## config.mk

```make
export PLATFORM = sky130hd
export DESIGN_NAME = mem_port_sched
export DESIGN_NICKNAME = d
export VERILOG_FILES = /design/src/rtl/mem_port_sched.sv
export SDC_FILE = /design/constraint.sdc
export NUM_CORES = 1
export LEC_CHECK = 0
export CAP_MARGIN = 30
export CORE_UTILIZATION = 50
export CTS_CLUSTER_DIAMETER = 100
export CTS_CLUSTER_SIZE = 12
export DETAILED_ROUTE_END_ITERATION = 16
export DONT_BUFFER_PORTS = 1
export PLACE_DENSITY = 0.74
export SLEW_MARGIN = 20
export SYNTH_ARGS = -nofsm -noshare
export SYNTH_HDL_FRONTEND = slang
export SYNTH_SLANG_ARGS = --single-unit
```

## constraint.sdc

```tcl
create_clock -name clk -period 1.86 [get_ports clk]
set_input_delay 0.186 -clock clk [delete_from_list [all_inputs] [get_ports clk]]
set_output_delay 0.186 -clock clk [all_outputs]
set_load 0.01 [all_outputs]
```

## src/rtl/mem_port_sched.sv

```systemverilog
// Arbiter/sequencer for the single-port RAM shared by the IF stage (reads) and MEM stage (r/w).
// Optional MEM_PORT_SCHED_POSTED_WRITE_EN: MEM writes ack in their strobe cycle and skip DONE.
module mem_port_sched #(
    parameter int unsigned WAIT_CYCLES = 1,
    parameter int unsigned STARVE_MAX  = 3
) (
    input  logic       clk,
    input  logic       reset,
    input  logic       if_req,
    input  logic [7:0] if_addr,
    output logic       if_ack,
    output logic [7:0] if_rdata,
    input  logic       mem_req,
    input  logic       mem_we,
    input  logic [7:0] mem_addr,
    input  logic [7:0] mem_wdata,
    output logic       mem_ack,
    output logic [7:0] mem_rdata,
    output logic [7:0] ram_addr,
    output logic [7:0] ram_wdata,
    output logic       ram_re,
    output logic       ram_we,
    input  logic [7:0] ram_rdata,
    output logic       stall_if,
    output logic       stall_mem,
    output logic       busy
);

    localparam int unsigned WW = (WAIT_CYCLES > 0) ? $clog2(WAIT_CYCLES + 1) : 1;
    localparam int unsigned SW = (STARVE_MAX > 0) ? $clog2(STARVE_MAX + 1) : 1;
    localparam logic [WW-1:0] WAIT_INIT  = WW'(WAIT_CYCLES);
    localparam logic [SW-1:0] STARVE_TOP = SW'(STARVE_MAX);

    typedef enum logic [1:0] {IDLE, BUSY, DONE} state_t;

    state_t        state_q, state_d;
    logic          owner_q, owner_d;  // 1 = MEM owns the current access
    logic          we_q, we_d;
    logic [WW-1:0] wait_q, wait_d;
    logic [SW-1:0] starve_q, starve_d;
    logic [7:0]    addr_q, addr_d;
    logic [7:0]    wdata_q, wdata_d;
    logic [7:0]    if_rdata_q, if_rdata_d;
    logic [7:0]    mem_rdata_q, mem_rdata_d;
    logic          re_q, re_d;
    logic          wstb_q, wstb_d;
    logic          if_wins, mem_wins, posted_wr;

    // IF only beats a contending MEM once MEM has taken STARVE_MAX grants in a row.
    assign if_wins  = if_req && (!mem_req || ((STARVE_MAX != 0) && (starve_q == STARVE_TOP)));
    assign mem_wins = mem_req && !if_wins;

`ifdef MEM_PORT_SCHED_POSTED_WRITE_EN
    assign posted_wr = owner_q && we_q;
`else
    assign posted_wr = 1'b0;
`endif

    always_comb begin
        state_d     = state_q;
        owner_d     = owner_q;
        we_d        = we_q;
        wait_d      = wait_q;
        starve_d    = starve_q;
        addr_d      = addr_q;
        wdata_d     = wdata_q;
        if_rdata_d  = if_rdata_q;
        mem_rdata_d = mem_rdata_q;
        re_d        = 1'b0;
        wstb_d      = 1'b0;
        unique case (state_q)
            IDLE: begin
                if (if_wins || mem_wins) begin
                    owner_d = mem_wins;
                    we_d    = mem_wins && mem_we;
                    addr_d  = mem_wins ? mem_addr : if_addr;
                    wdata_d = mem_wins ? mem_wdata : 8'h00;
                    re_d    = !(mem_wins && mem_we);
                    wstb_d  = mem_wins && mem_we;
                    wait_d  = WAIT_INIT;
                    state_d = BUSY;
                    if (if_wins || !if_req) begin
                        starve_d = '0;
                    end else if (starve_q != STARVE_TOP) begin
                        starve_d = starve_q + 1'b1;
                    end
                end
            end
            BUSY: begin
                if (wait_q == '0) begin
                    if (!we_q) begin
                        if (owner_q) begin
                            mem_rdata_d = ram_rdata;
                        end else begin
                            if_rdata_d = ram_rdata;
                        end
                    end
                    state_d = posted_wr ? IDLE : DONE;
                end else begin
                    wait_d = wait_q - 1'b1;
                end
            end
            DONE: state_d = IDLE;
            default: state_d = IDLE;
        endcase
    end

    always_ff @(posedge clk) begin
        if (reset) begin
            state_q     <= IDLE;
            owner_q     <= 1'b0;
            we_q        <= 1'b0;
            wait_q      <= '0;
            starve_q    <= '0;
            addr_q      <= 8'h00;
            wdata_q     <= 8'h00;
            if_rdata_q  <= 8'h00;
            mem_rdata_q <= 8'h00;
            re_q        <= 1'b0;
            wstb_q      <= 1'b0;
        end else begin
            state_q     <= state_d;
            owner_q     <= owner_d;
            we_q        <= we_d;
            wait_q      <= wait_d;
            starve_q    <= starve_d;
            addr_q      <= addr_d;
            wdata_q     <= wdata_d;
            if_rdata_q  <= if_rdata_d;
            mem_rdata_q <= mem_rdata_d;
            re_q        <= re_d;
            wstb_q      <= wstb_d;
        end
    end

    assign ram_addr  = addr_q;
    assign ram_wdata = wdata_q;
    assign ram_re    = re_q;
    assign ram_we    = wstb_q;
    assign if_rdata  = if_rdata_q;
    assign mem_rdata = mem_rdata_q;
    assign if_ack    = (state_q == DONE) && !owner_q;
`ifdef MEM_PORT_SCHED_POSTED_WRITE_EN
    assign mem_ack   = ((state_q == DONE) && owner_q) || wstb_q;
`else
    assign mem_ack   = (state_q == DONE) && owner_q;
`endif
    assign stall_if  = if_req && !if_ack;
    assign stall_mem = mem_req && !mem_ack;
    assign busy      = (state_q != IDLE);

endmodule
```

After elaboration in Yosys (flattened, before gate mapping)
Index checks and enable logic that the tools add are counted.
{ "classes": {"n_addsub": 2, "n_eq_ne": 6, "mux": 10, "n_bitwise": 5, "reduce_logical": 28} }
{ "op_table": {"columns": ["cell", "n"], "rows": [
  ["$mux 8", 2],
  ["$mux 2", 4],
  ["$reduce_and 4->1", 2],
  ["$logic_and 1x1->1", 7],
  ["$logic_not 1->1", 7],
  ["$ne 2x2->1 const B", 3],
  ["$reduce_and 2->1", 3],
  ["$reduce_bool 2->1", 3],
  ["$not 1->1", 5],
  ["$eq 2x2->1 const B", 2],
  ["$pmux 2 s2", 1],
  ["$logic_or 1x1->1", 3],
  ["$reduce_and 3->1", 1],
  ["$reduce_or 3->1", 1],
  ["$add 2x1->2 const B", 1],
  ["$eq 2x1->1 const B", 1],
  ["$logic_not 2->1", 1],
  ["$mux 1", 2],
  ["$pmux 1 s2", 1],
  ["$sub 1x1->1 const B", 1]
]} }
{ "totals": {"regBits": 41, "input_bits": 37, "output_inout_bits": 39, "wordCells": 62} }

Logic depth before layout (Yosys ltp)
{ "depth": {"word_depth": 8, "ltp_mapped": 6, "mapped_depth_nobuf": 4} }

Worst setup path after synthesis
No wires, ideal clock.
{ "synth_timing": {"kind": "register to register", "startpoint": "reg starve_q[0]", "endpoint": "reg addr_q[0], in the netlist ram_addr[0]", "setup_ns": 0.091, "arrival_ns": 1.264, "t_required_ns": 1.769, "slack_ns": 0.505, "path_stages_with_launch": 5, "path_buffers": 0, "period_less_slack_ns": 1.355, "cell_sequence": "dfxtp_1 -> ha_1 -> a21boi_1 -> nand2_1 -> a311oi_1"} }
{ "synth_between": {"elab_chain_len": 7, "elab_cells_between_ends": 8, "cone_classes": "1 x eq/ne; 1 x mux; 6 x reduce/logical"} }
{ "synth_rtl": {"columns": ["element", "line_no", "source"], "rows": [
  ["from (decl)", "40", "logic [SW-1:0] starve_q, starve_d;"],
  ["from (signal assigned)", "126", "starve_q <= starve_d;"],
  ["$eq 2x2->1 *", "50", "assign if_wins = if_req && (!mem_req || ((STARVE_MAX != 0) && (starve_q == STARVE_TOP)));"],
  ["$logic_or 1x1->1 *", "50", null],
  ["$logic_and 1x1->1 *", "50", null],
  ["$logic_not 1->1", "51", "assign mem_wins = mem_req && !if_wins;"],
  ["$logic_and 1x1->1", "51", null],
  ["$logic_or 1x1->1", "73", "if (if_wins || mem_wins) begin"],
  ["$reduce_and 2->1 (no line)", null, null],
  ["to (signal assigned)", "127", "addr_q <= addr_d;"],
  ["to (decl)", "41", "logic [7:0] addr_q, addr_d;"]
]} }
Mark *: on every way between the ends. The rest lies on a longest branch, timed or not.
A chain may end at the register's enable or synchronous reset.

Worst setup path after layout
{ "layout_timing": {"startpoint": "in reset", "endpoint": "reg we_q"} }
{ "layout_lines": {"columns": ["element", "line_no", "source"], "rows": [
  ["from (decl)", "8", "input logic reset,"],
  ["to (signal assigned)", "124", "we_q <= we_d;"],
  ["to (decl)", "38", "logic we_q, we_d;"]
]} }
No word-level cell between the ends.

==> flow_summary.ini <==
[outcome]
status = finished clean

[final_layout]
area_growth_pct = 26.11
drive_gt1_share_pct = 8.929
fill_cells = 298
final_nets = 261
num_antenna_cells = 0

[yosys]
synth_enable_flop_cells = 0
synth_top_area_cell = dfxtp_1
ys_types = 27
synth_cells = 191
ys_ff_latch = 41
yosys_warnings = 0
avgSynthCellArea_um2 = 9.106
syn_area_mm2 = 0.001739
synth_common_cells = 41 x dfxtp_1, 24 x nand2b_1, 22 x a21oi_1
synth_fp_nets = 229
yosysMostFrequentCell = dfxtp_1
synth_top_area_share_pct = 47.19
synth_top_flop_cell = dfxtp_1
seq_area_frac_synth_pct = 47.19
synthTopCellsByArea = dfxtp_1 47%, mux2i_1 9.2%, nand2b_1 8.6%, a21oi_1 6.3%, nand2_1 4.5%
async_reset_ff_share_pct = 0

[timing]
rsz0062_at_grt = false
fin_crit_ns = 1.784
setup_viol = 0
finalCritPeriodShare_pct = 95.92
setup_tns_ns = 0
slew_violations = 0
finalHoldViolations = 0
skew_ns = 0.01316
max_freq_mhz = 560.5
relSlewSlack_pct = 36.10
worstMarginPinSlew_ns = 0.9553
whs_ns = 0.01326

[setup_path]
start_kind = primary input
cpPeakStageDelay_ns = 1.16
worst_path_max_delay_cell = dlygate4sd3_1
crit_chain = dlygate4sd3_1, a21oi_1, dlygate4sd3_1
cp_common_cell = dlygate4sd3_1
end_kind = flop
crit_buf_inv = 2
crit_fanout = 26
worstPathArrival_ns = 2.02
rrSetupSlack_ns = 0.10
timing.rr.start = state_q[1]
rr_endpoint = we_q
worstSetupPathType = primary input to flop
worstPathRequired_ns = 2.10
rr_worst_depth = 6
critPathTopFamily = buffers and inverters

[routing]
firstDrtPassIters = 4
vias = 1505
dr.first_iter.drc_count = 66
viasPerCell = 5.574
drc = 0
routed_wl_mm = 4.153
antenna_left = 0
wl_per_cell_um = 15.38

[min_path]
hold_start = reset
hold_class = primary input to flop
hold_end = if_rdata[5]
holdPathStages = 2

[placement]
portBuffers = 0
hpwl_mm = 2.660
gp_congestion = 0.7362

[clocking]
cts_sinks = 41
tritoncts = done
cts_max_level = 2
cts_buffers = 5
ctsLongestPathBuffers = 2
cts_root_buf = clkbuf_4
clk-insertion-delay-late_ns = 0.34
cts.clk_slew.worst_paths_ns = 0.12
post_cts_buffers = 0

[die]
rows = 21
die_w_um = 60.98
die_h_um = 60.98
ioPinCount = 76
dieArea_mm2 = 0.003718
core_area_mm2 = 0.003337
start_util_pct = 52.12

[global_route]
grt_pass1_wl_mm = 6.009
antenna_found_initial = 0
grt_pass1_vias = 1388
grt_start_max_net_pins = 27
track_usage_pct = 21.69
gr-total-overflow = 0

[pwr]
pwr_density_cell_mw_per_mm2 = 865.1
p_sw_share_pct = 25.79
sequentialPowerShare_pct = 53.6
power_switching_mw = 0.4893
p_leak_nw = 0.8695
clkPwrFrac_pct = 31.5
combPwrFrac_pct = 15.0
irDropWorstVdd_uv = 543.1
p_int_mw = 1.408

[run]
max_cap_violations = 0
==> layout make-up <==
class	count	area (um^2)	share of cell area [%]
Clock buffer	7	55.05	2.510
Clock inverter	1	30.03	1.369
Inverter	2	7.507	0.3423
Multi-Input combinational cell	134	849.6	38.73
Sequential cell	41	820.8	37.42
Tap cell	46	57.56	2.624
Timing Repair Buffer	39	372.9	17.00
==> worst max path at each step <==
stage	startpoint	endpoint	slack [ns]	depth (start not counted)
2_1_floorplan	starve_q[0]	ram_addr[0]	0.50	4
3_3_place_gp	state_q[0]	mem_rdata[7]	0.51	3
3_5_place_dp	state_q[0]	mem_rdata[3]	0.42	3
4_1_cts	starve_q[0]	we_q	0.07	5
5_1_grt	state_q[1]	we_q	0.02	6
6_report	reset	we_q	0.08	3
==> cells in the final DEF, fill, tap and decap left out <==
cell           count
dfxtp_1           41
dlygate4sd3_1     32
nand2b_1          24
a21oi_1           22
nand2_1           20
mux2i_1           16
o21ai_0           13
a311oi_1           8
nand3_1            8
buf_4              7
clkbuf_4           5
nor3b_1            4
nor2_1             3
inv_1              2
nor2b_1            2
nor3_1             2
and3_1             1
a21bo_2            1
a21boi_1           1
or2_2              1
nand2b_2           1
nand2_2            1
nand4_1            1
nand4b_1           1
nor4_4             1
or4b_4             1
nand3b_1           1
ha_1               1
clkbuf_8           1
bufinv_16          1
clkbuf_1           1
==> routing by layer <==
layer / vias up / GRT usage (%) / share of wire [%] / wire length, um
met4: 0 / 4.870 / 0.51 / 21
li1: 731 / - / - / -
met2: 53 / 40.19 / 53 / 2200
met5: - / 0 / 0 / 0
met3: 2 / 7.463 / 5.8 / 239
met1: 719 / 23.76 / 41 / 1692
==> logic make-up (layout without fill, tap and decap cells) <==
| family | count (synthesis) | after routing | share of synthesized area (%) |
|---|---|---|---|
| buffers and inverters | 16 | 49 | 4.101 |
| muxes | 16 | 16 | 9.208 |
| adders and majority gates | 1 | 1 | 0.7193 |
| DFF | 41 | 41 | 47.19 |
| AOI/OAI and AO/OA | 45 | 45 | 15.11 |
| and+or+nand+nor | 72 | 72 | 23.67 |
==> worst reg2reg max path: stages, from the launching register on <==
cell and delay (ns):
dfxtp_1 0.41, nor2_1 0.16, inv_1 0.07, buf_4 0.18, o21ai_0 0.17, a21oi_1 0.08
dlygate4sd3_1 0.59
==> through the flow <==
stage	total power [mW]	instance area (um^2)	setup slack, ns	std cells	util (%)
2_1_floorplan	1.206	1739	0.5049	191	-
3_3_place_gp	1.239	1785	0.5050	230	53.51
6_report	1.897	2193	0.07589	270	65.73
3_5_place_dp	1.255	1785	0.4248	230	53.51
4_1_cts	1.907	2151	0.06628	266	64.45
5_1_grt	1.996	2193	0.01549	270	65.73
==> power groups by stage <==
stage	Combinational [mW]	Sequential, mW	Clock [mW]
after global routing	0.310	1.02	0.661
after floorplan	0.187	1.02	0
after CTS	0.273	1.02	0.617
after detailed placement	0.218	1.04	0
final	0.284	1.02	0.597
after global placement	0.208	1.03	0
==> registers in the layout, indices dropped and copies added, names as in the netlist <==
register,flops
if_rdata,8
mem_rdata,8
owner_q,1
ram_addr,8
ram_re,1
ram_wdata,8
ram_we,1
starve_q,2
state_q,2
wait_q,1
we_q,1
==> timing repair <==
item,CTS,global route
hold buffers,28,4
hold endpoints to repair,27,7
setup endpoints to repair,0,1
resized for setup,0,1
(Power assumes the default switching activity.)
